## config.mk

```make
export PLATFORM = sky130hd
export DESIGN_NAME = ddr2_calib_seq_monitor
export DESIGN_NICKNAME = d
export VERILOG_FILES = /design/src/rtl/ddr2_calib_seq_monitor.sv
export SDC_FILE = /design/constraint.sdc
export NUM_CORES = 1
export LEC_CHECK = 0
export CELL_PAD_IN_SITES_DETAIL_PLACEMENT = 0
export CELL_PAD_IN_SITES_GLOBAL_PLACEMENT = 1
export CORE_AREA = 4 4 93 95
export CTS_CLUSTER_DIAMETER = 100
export DETAILED_ROUTE_END_ITERATION = 8
export DIE_AREA = 0 0 97 99
export GPL_ROUTABILITY_DRIVEN = 1
export PLACE_DENSITY = 0.87
export SLEW_MARGIN = 20
export SYNTH_ARGS = -nofsm -noshare
export SYNTH_HDL_FRONTEND = slang
export SYNTH_SLANG_ARGS = --single-unit
```

## constraint.sdc

```tcl
create_clock -name clk -period 2.75 [get_ports clk]
set_clock_uncertainty 0.05 [all_clocks]
set_input_delay 0.55 -clock clk [delete_from_list [all_inputs] [get_ports clk]]
set_output_delay 0.55 -clock clk [all_outputs]
set_load 0.01 [all_outputs]
```

## src/rtl/ddr2_calib_seq_monitor.sv

```systemverilog
`default_nettype none
// ============================================================================
// ddr2_calib_seq_monitor : per-rank DDR2 OCD/ZQ calibration sequence checker
// Revision 1.0
// ============================================================================
module ddr2_calib_seq_monitor #(
    parameter int                    NUM_RANKS           = 2,
    parameter int                    ADDR_WIDTH          = 13,
    parameter int                    BA_WIDTH            = 2,
    parameter int                    EMRS1_BA_VAL        = 1,
    parameter logic [ADDR_WIDTH-1:0] EMRS1_OCD_ENTER_VAL = 13'h380,
    parameter logic [ADDR_WIDTH-1:0] EMRS1_OCD_EXIT_VAL  = 13'h000,
    parameter logic [ADDR_WIDTH-1:0] ZQCAL_CMD_A_VAL     = 13'h400,
    parameter int                    ZQCAL_CMD_BA_VAL    = 0,
    parameter int                    TMRD_CYCLES         = 2,
    parameter int                    TOCD_MIN_CYCLES     = 0,
    parameter int                    TOCD_MAX_CYCLES     = 0,
    parameter int                    TZQINIT_CYCLES      = 0,
    parameter int                    CNT_WIDTH           = 16,
    parameter int                    ERR_CNT_WIDTH       = 8,
    parameter int                    FATAL_ON_ERR        = 0
) (
    input  logic                     clk,
    input  logic                     reset_n,
    input  logic                     monitor_en,
    input  logic                     clear_err,
    input  logic                     cke_pad,
    input  logic [NUM_RANKS-1:0]     csbar_pad,
    input  logic                     rasbar_pad,
    input  logic                     casbar_pad,
    input  logic                     webar_pad,
    input  logic [BA_WIDTH-1:0]      ba_pad,
    input  logic [ADDR_WIDTH-1:0]    a_pad,
    output logic [NUM_RANKS-1:0]     rank_calibrated,
    output logic                     all_calibrated,
    output logic                     err_valid,
    output logic [2:0]               err_code,
    output logic [2:0]               err_rank,
    output logic                     err_sticky,
    output logic [ERR_CNT_WIDTH-1:0] err_count
);

    typedef enum logic [2:0] {
        S_IDLE       = 3'd0,
        S_OCD_ACTIVE = 3'd1,
        S_OCD_DONE   = 3'd2,
        S_ZQ_WAIT    = 3'd3,
        S_CALIBRATED = 3'd4
    } state_t;

    typedef logic [CNT_WIDTH-1:0] cnt_t;

    localparam cnt_t C_TMRD     = cnt_t'(TMRD_CYCLES);
    localparam cnt_t C_TOCD_MIN = cnt_t'(TOCD_MIN_CYCLES);
    localparam cnt_t C_TOCD_MAX = cnt_t'(TOCD_MAX_CYCLES);
    localparam cnt_t C_TZQINIT  = cnt_t'(TZQINIT_CYCLES);

    function automatic cnt_t sat_inc(input cnt_t v);
        return (v == '1) ? v : v + 1'b1;
    endfunction

    logic                 dec_en, lm_cmd, zq_cmd, nop_cmd, enter_pat, exit_pat;
    logic [NUM_RANKS-1:0] lm_v, enter_v, exit_v, zq_v, busy_v;

    assign dec_en    = cke_pad & monitor_en;
    assign lm_cmd    = ~rasbar_pad & ~casbar_pad & ~webar_pad;
    assign nop_cmd   = rasbar_pad & casbar_pad & webar_pad;
    assign enter_pat = (ba_pad == BA_WIDTH'(EMRS1_BA_VAL)) && (a_pad == EMRS1_OCD_ENTER_VAL);
    assign exit_pat  = (ba_pad == BA_WIDTH'(EMRS1_BA_VAL)) && (a_pad == EMRS1_OCD_EXIT_VAL);
    assign zq_cmd    = rasbar_pad & casbar_pad & ~webar_pad
                     & (ba_pad == BA_WIDTH'(ZQCAL_CMD_BA_VAL)) & (a_pad == ZQCAL_CMD_A_VAL);

    // A CA word may select several ranks; each rank decodes it independently.
    for (genvar r = 0; r < NUM_RANKS; r++) begin : g_rank
        logic act;
        assign act        = dec_en & ~csbar_pad[r];
        assign lm_v[r]    = act & lm_cmd;
        assign enter_v[r] = act & lm_cmd & enter_pat;
        assign exit_v[r]  = act & lm_cmd & exit_pat;
        assign zq_v[r]    = act & zq_cmd;
        assign busy_v[r]  = act & ~nop_cmd;
    end

    state_t               state_q [NUM_RANKS];
    state_t               state_d [NUM_RANKS];
    cnt_t                 lm_gap_q [NUM_RANKS];
    cnt_t                 lm_gap_d [NUM_RANKS];
    cnt_t                 ocd_cnt_q [NUM_RANKS];
    cnt_t                 ocd_cnt_d [NUM_RANKS];
    cnt_t                 zq_cnt_q [NUM_RANKS];
    cnt_t                 zq_cnt_d [NUM_RANKS];
    logic [7:1]           viol [NUM_RANKS];
    logic [NUM_RANKS-1:0] lm_seen_q, lm_seen_d, tmo_q, tmo_d, rank_cal_q, rank_cal_d;
    logic                 all_cal_q, all_cal_d, found;
    logic                 err_valid_q, err_valid_d, err_sticky_q, err_sticky_d;
    logic [2:0]           err_code_q, err_code_d, err_rank_q, err_rank_d;
    logic [ERR_CNT_WIDTH-1:0] err_count_q, err_count_d, cnt_base;

    always_comb begin
        found      = 1'b0;
        err_code_d = '0;
        err_rank_d = '0;
        for (int r = 0; r < NUM_RANKS; r++) begin
            state_d[r]   = state_q[r];
            lm_gap_d[r]  = lm_gap_q[r];
            ocd_cnt_d[r] = ocd_cnt_q[r];
            zq_cnt_d[r]  = zq_cnt_q[r];
            lm_seen_d[r] = lm_seen_q[r];
            tmo_d[r]     = tmo_q[r];
            viol[r]      = '0;
            if (monitor_en) begin
                lm_gap_d[r]  = lm_v[r] ? '0 : sat_inc(lm_gap_q[r]);
                lm_seen_d[r] = lm_seen_q[r] | lm_v[r];
                if ((TMRD_CYCLES != 0) && lm_v[r] && lm_seen_q[r] && (lm_gap_q[r] < C_TMRD))
                    viol[r][5] = 1'b1;
                case (state_q[r])
                    S_IDLE: begin
                        if (enter_v[r]) begin
                            state_d[r]   = S_OCD_ACTIVE;
                            ocd_cnt_d[r] = '0;
                            tmo_d[r]     = 1'b0;
                        end
                        viol[r][2] = exit_v[r];
                        viol[r][4] = zq_v[r];
                    end
                    S_OCD_ACTIVE: begin
                        ocd_cnt_d[r] = sat_inc(ocd_cnt_q[r]);
                        viol[r][1]   = enter_v[r];
                        viol[r][4]   = zq_v[r];
                        // tmo_q keeps a saturated counter from re-flagging the timeout
                        if ((TOCD_MAX_CYCLES != 0) && !tmo_q[r] && (ocd_cnt_q[r] == C_TOCD_MAX)) begin
                            viol[r][7] = 1'b1;
                            tmo_d[r]   = 1'b1;
                        end
                        if (exit_v[r]) begin
                            state_d[r] = S_OCD_DONE;
                            if ((TOCD_MIN_CYCLES != 0) && (ocd_cnt_q[r] < C_TOCD_MIN))
                                viol[r][3] = 1'b1;
                        end
                    end
                    S_OCD_DONE: begin
                        if (zq_v[r]) begin
                            zq_cnt_d[r] = '0;
                            state_d[r]  = (TZQINIT_CYCLES == 0) ? S_CALIBRATED : S_ZQ_WAIT;
                        end
                    end
                    S_ZQ_WAIT: begin
                        if (busy_v[r]) begin
                            viol[r][6]  = 1'b1;
                            zq_cnt_d[r] = '0;
                        end else if (zq_cnt_q[r] >= C_TZQINIT) begin
                            state_d[r] = S_CALIBRATED;
                        end else begin
                            zq_cnt_d[r] = sat_inc(zq_cnt_q[r]);
                        end
                    end
                    S_CALIBRATED: begin
                        if (enter_v[r]) begin
                            state_d[r]   = S_OCD_ACTIVE;
                            ocd_cnt_d[r] = '0;
                            tmo_d[r]     = 1'b0;
                        end
                    end
                    default: state_d[r] = S_IDLE;
                endcase
            end
            rank_cal_d[r] = (state_d[r] == S_CALIBRATED);
            // Lowest rank wins; within it the downward scan leaves the lowest code.
            if (!found && (viol[r] != '0)) begin
                found      = 1'b1;
                err_rank_d = 3'(r);
                for (int c = 7; c >= 1; c--)
                    if (viol[r][c]) err_code_d = 3'(c);
            end
        end
        all_cal_d    = &rank_cal_d;
        err_valid_d  = found;
        err_sticky_d = (clear_err ? 1'b0 : err_sticky_q) | found;
        cnt_base     = clear_err ? '0 : err_count_q;
        err_count_d  = (found && (cnt_base != '1)) ? cnt_base + 1'b1 : cnt_base;
    end

    always_ff @(posedge clk or negedge reset_n) begin
        if (!reset_n) begin
            state_q      <= '{default: S_IDLE};
            lm_gap_q     <= '{default: '0};
            ocd_cnt_q    <= '{default: '0};
            zq_cnt_q     <= '{default: '0};
            lm_seen_q    <= '0;
            tmo_q        <= '0;
            rank_cal_q   <= '0;
            all_cal_q    <= 1'b0;
            err_valid_q  <= 1'b0;
            err_code_q   <= '0;
            err_rank_q   <= '0;
            err_sticky_q <= 1'b0;
            err_count_q  <= '0;
        end else begin
            state_q      <= state_d;
            lm_gap_q     <= lm_gap_d;
            ocd_cnt_q    <= ocd_cnt_d;
            zq_cnt_q     <= zq_cnt_d;
            lm_seen_q    <= lm_seen_d;
            tmo_q        <= tmo_d;
            rank_cal_q   <= rank_cal_d;
            all_cal_q    <= all_cal_d;
            err_valid_q  <= err_valid_d;
            err_code_q   <= err_code_d;
            err_rank_q   <= err_rank_d;
            err_sticky_q <= err_sticky_d;
            err_count_q  <= err_count_d;
        end
    end

`ifndef SYNTHESIS
    if (FATAL_ON_ERR != 0) begin : g_fatal
        always_ff @(posedge clk)
            if (err_valid_q) $fatal(1, "calibration violation code %0d rank %0d", err_code_q, err_rank_q);
    end
`endif

    assign rank_calibrated = rank_cal_q;
    assign all_calibrated  = all_cal_q;
    assign err_valid       = err_valid_q;
    assign err_code        = err_code_q;
    assign err_rank        = err_rank_q;
    assign err_sticky      = err_sticky_q;
    assign err_count       = err_count_q;

endmodule
`default_nettype wire

```

==> results of run 1 <==
## routing by layer
metal / vias to the layer above / global-route usage (%) / wire length, um
li1: 1416 / - / -
met1: 1339 / 20.2 / 3440
met2: 60 / 24.7 / 3230
met3: 11 / 2.97 / 291
met4: 0 / 5.83 / 125
met5: - / 0 / 0
## layout by cell type (no fill, tap or decap), drive strengths merged, types with 7 or more instances in the layout
cell / count
xor2: 17
inv: 12
dfrtp: 57
buf: 50
nor2: 48
nor4: 9
nand4: 13
clkbuf: 14
xnor2: 12
clkdlybuf4s50: 39
nor3: 17
o21ai: 12
and3: 7
nand3: 12
nand2: 36
a21oi: 7
nor2b: 7
## worst reg2reg max path, cell delays in order, from the launching register on
cell and delay, ns:
dfrtp_1 0.46, nand4_2 0.16, or4_4 0.56, o41ai_4 0.36, buf_4 0.21, nor3_1 0.05
buf_4 0.14, nand4_1 0.09, xor2_1 0.16, nor2_1 0.05
## what timing repair did
item,4_1_cts,5_1_grt
gates resized for setup,0,7
setup endpoints to repair,0,5
setup buffers,0,1
endpoints found under the hold margin,0,0
## metrics by stage
step,cell area (sq um),util [%]
2_1_floorplan,3220,-
3_3_place_gp,4050,52.4
3_5_place_dp,4050,52.4
4_1_cts,4260,55.1
5_1_grt,4300,55.7
6_report,4300,55.7
## worst paths after layout
| kind | startpoint | endpoint | slack (ns) | depth (start not counted) |
|---|---|---|---|---|
| min reg2reg | lm_seen_q[0] | lm_seen_q[0] | 0.43 | 1 |
| max reg2reg | lm_gap_q[19] | lm_gap_q[30] | 0.35 | 9 |
| min | reset_n | all_calibrated | 0.19 | 1 |
| max | a_pad[3] | err_count[1] | 0.17 | 10 |
| max in group asynchronous | reset_n | lm_gap_q[25] | 1.87 | 2 |
| min in group clk | lm_seen_q[0] | lm_seen_q[0] | 0.43 | 1 |
## where the power goes
part	internal, mW	switching, mW	total [mW]
clock network	0.492	0.330	0.822
logic	0.165	0.162	0.327
registers	0.920	0.100	1.02
## cell families (layout without fill, tap and decap cells)
logic type      count (synthesis)  count (layout)  synth area share, %
flops                          57              57                 44.4
buf+inv                        24             118                 3.54
other cells                     1               2                0.117
compound gates                 42              42                 9.82
mux                             4               4                 1.32
xor+xnor                       29              29                 7.91
fa+ha+maj                       3               3                 1.17
simple gates                  186             186                 31.7
## area by class of cell
class	instances	area, sq um	area share (%)
tap	102	128	2.97
inverter	12	45.0	1.05
timing repair buffer	90	788	18.3
clock inverter	2	35.0	0.815
multi-input combinational	266	1710	39.7
clock buffer	14	173	4.02
sequential	57	1430	33.2
## sequential cells by signal (all words and copies together) (netlist names)
signal,flops
state_q,6
lm_seen_q,2
lm_gap_q,32
rank_calibrated,2
err_sticky,1
err_count,8
err_rank,1
all_calibrated,1
err_code,3
err_valid,1
==> flow_summary.yaml, run 1 <==
yosys:
  syn_area_sq_mm: 0.00321
  synth.largest_area_cell: "dfrtp_1"
  synth_ff_type: "dfrtp_1"
  synth_cells: 346
  yosysTopAreaCellShare_pct: 44.4
  synth.avg_cell_area_sq_um: 9.28
  synth_warnings: 0
  synth_edf_count: 0
  synthArstFlopShare_pct: 100
  yosysMostFrequentCell: "dfrtp_1"
  yosysUniqueCellTypes: 57
  ys_seq_elements: 57
  synth_area_leaders: "dfrtp_1 (44%), nor2_1 (5.6%), xor2_1 (4.6%)"
  netlist_top_cells_count: "dfrtp_1 (57), nor2_1 (48), nand2_1 (36)"
  yosysSeqAreaShare_pct: 44.4
cells_and_area:
  drive_gt1_share_pct: 20.2
  layout.cells.non_filler: 543
  num-nets-final: 464
  diodes: 0
  fill_cells: 696
  syn_to_final_growth_pct: 33.9
floorplan:
  io_pins: 44
  die_h_um: 99
  dieArea_sq_mm: 0.00960
  fp-row-count: 32
  fp.dieW_um: 97
  core_area_sq_mm: 0.00773
  start_util_pct: 41.6
power_and_ir_drop:
  p_leak_nw: 1.93
  p_total_mw: 2.17
  ir_drop_mv: 0.383
  power.density_mw_per_mm2: 504
routing:
  firstDrtPassIters: 5
  via_per_inst: 5.20
  detail_route.wirelength_um: 7090
  vias: 2826
  drtIter0Drc: 146
  wl_per_cell_um: 13.0
  ant_nets: 0
  drc: 0
placement:
  place.gp.congestion: 0.820
  preCtsSetupSlack_ns: -0.223
  port_buffers: 41
  hpwl_um: 5380
  dpl.cell_count: 526
run:
  cap_violations: 0
cts:
  cts_hold_buf: 0
  cts-root-buf: "clkbuf_8"
  cts_htree_levels: 3
  clock_path_buffers: 2
  cts-buffers-inserted: 9
  tritoncts: "done"
  insertion_delay_ns: 0.33
  clkSinkCount: 57
  clk_pin_slew_ns: 0.07
grt:
  grt.total_usage_pct: 15.3
  grt_pass1_wl_um: 12300
  grt_overflow: 0
  grt_max_degree: 31
  antenna_found_initial: 0
  grt_pass1_vias: 2799
timing:
  min_period_over_period_pct: 94.0
  final-max-slew-violation-count: 0
  slew_headroom_pct: 56.4
  setup_viol: 0
  setup_tns_ns: 0
  final_hold_viol_count: 0
  tightestPinTransition_ns: 0.654
  min_period_ns: 2.58
  fin_ws_ns: 0.166
  rsz0062_at_grt: "no"
  hold_ws_ns: 0.194
  fmaxAchievable_ghz: 0.387
worst_setup_path:
  cp.required_ns: 2.91
  critPathTopFamily: "simple AND/OR/NAND/NOR gates"
  endpoint_kind: "register"
  worst_path_most_repeated_cell: "and3_1"
  arrival_ns: 2.75
  cp_slowest_stage_delay_ns: 0.44
  start_kind: "input port"
  crit_chain: "clkdlybuf4s50_1 -> nor4_4 -> buf_4 -> and3_1 -> a41o_1 -> nor3_2 -> and3_1 -> inv_1 -> and2_1 -> mux2_2"
  crit_fanout: 4
  critPathKind: "in2reg"
  crit_slowest_cell: "clkdlybuf4s50_1"
  crit_buf_inv: 3
min_path:
  hp-class: "in2async"
status:
  status: "completed"
Note: power is estimated with default switching activity, not from simulation.
==> run 2: changes to the inputs <==
Settings changed: RECOVER_POWER set to 25.
==> flow_summary.yaml, run 2 (synthesis results as in run 1) <==
timing:
  slew_headroom_pct: 0.713
  hold_ws_ns: 0.431
  fmaxAchievable_ghz: 0.387
  final_hold_viol_count: 0
  min_period_ns: 2.58
  final-max-slew-violation-count: 0
  rsz0062_at_grt: "no"
  min_period_over_period_pct: 94.0
  setup_viol: 0
  tightestPinTransition_ns: 1.49
cts:
  cts-root-buf: "clkbuf_8"
  clkSinkCount: 57
  tritoncts: "done"
  clock_path_buffers: 2
  cts_htree_levels: 3
  insertion_delay_ns: 0.33
  cts-buffers-inserted: 9
  clk_pin_slew_ns: 0.07
  cts_hold_buf: 0
worst_setup_path:
  critPathTopFamily: "simple AND/OR/NAND/NOR gates"
  crit_buf_inv: 3
  cp.required_ns: 2.91
  critPathKind: "in2reg"
  worst_path_most_repeated_cell: "and3_1"
  startpoint: "a_pad[3]"
  rr_startpoint: "lm_gap_q[19]"
  cp_slowest_stage_delay_ns: 0.44
  crit_slowest_cell: "clkdlybuf4s50_1"
  start_kind: "input port"
  arrival_ns: 2.75
  endpoint_kind: "register"
  crit_chain: "clkdlybuf4s50_1 -> nor4_4 -> buf_4 -> and3_1 -> a41o_1 -> nor3_2 -> and3_1 -> inv_1 -> and2_1 -> mux2_2"
  crit_fanout: 4
floorplan:
  die_h_um: 99
  start_util_pct: 41.6
  io_pins: 44
  core_area_sq_mm: 0.00773
  fp.dieW_um: 97
  fp-row-count: 32
  dieArea_sq_mm: 0.00960
routing:
  firstDrtPassIters: 5
  wl_per_cell_um: 13.0
  drtIter0Drc: 139
  vias: 2835
  ant_nets: 0
  via_per_inst: 5.22
  drc: 0
  detail_route.wirelength_um: 7080
grt:
  grt_pass1_vias: 2799
  grt_max_degree: 31
  antenna_found_initial: 0
  grt_overflow: 0
  grt_pass1_wl_um: 12300
  grt.total_usage_pct: 15.3
min_path:
  worstHoldStart: "lm_seen_q[0]"
  hp-class: "reg2reg"
power_and_ir_drop:
  power.density_mw_per_mm2: 506
  p_leak_nw: 1.92
  ir_drop_mv: 0.383
  p_total_mw: 2.17
placement:
  port_buffers: 41
  hpwl_um: 5380
  place.gp.congestion: 0.820
cells_and_area:
  regMostFlops: "lm_gap_q"
  multi_input_area_sq_mm: 0.00171
  diodes: 0
  drive_gt1_share_pct: 20.0
  largest_reg_flops: 32
  final_common_cell: "dfrtp_1"
  regArea_sq_mm: 0.00143
  syn_to_final_growth_pct: 33.4
  num-nets-final: 464
  final_cell_mix: "dfrtp_1 (57), nor2_1 (48), buf_4 (48)"
  fill_cells: 697
status:
  violations: "max-capacitance violations"
  status: "finished, violations left"
run:
  cap_violations: 1
[run 2: worst paths after layout]
kind | end | slack (ns) | cells after the start
max reg2reg | lm_gap_q[30] | 0.35 | 9
min reg2reg | lm_seen_q[0] | 0.43 | 1
min in group asynchronous | all_calibrated | 0.51 | 1
max | err_count[1] | 0.17 | 10
max in group asynchronous | lm_gap_q[25] | 0.67 | 2
min | lm_seen_q[0] | 0.43 | 1
[run 2: metrics by stage]
stage,worst slack [ns],std cells,util [%],instance area [sq um],setup TNS [ns]
floorplan,0.211,347,-,3220,0
global placement,-0.157,526,52.4,4050,-1.06
detailed placement,-0.223,526,52.4,4050,-2.21
CTS,0.104,542,55.1,4260,0
global route,0.00375,543,55.4,4280,0
finish,0.165,543,55.4,4280,0
[run 2: cell type report]
cell class	count	area share [%]
inverter	12	1.05
clock buffer	14	4.03
multi-input combinational	266	39.8
tap	102	2.98
sequential	57	33.3
clock inverter	2	0.818
timing repair buffer	90	18.0
[run 2: report_power, final]
group	internal (mW)	total, mW	switching (mW)	leakage [nW]
clock	0.492	0.823	0.331	0.107
combinational	0.162	0.324	0.162	1.04
sequential	0.920	1.02	0.100	0.769
[run 2: metal layers]
layer	part of all wire, %	routed length (um)	up-vias	global-route usage [%]
li1	-	-	1416	-
met1	49	3440	1346	20.2
met2	46	3230	62	24.7
met3	3.9	277	11	2.97
met4	1.8	127	0	5.83
met5	0	0	-	0
[run 2: timing repair]
item,in CTS,in global routing
buffers inserted,0,1
setup endpoints to repair,0,5
resized for setup,0,7
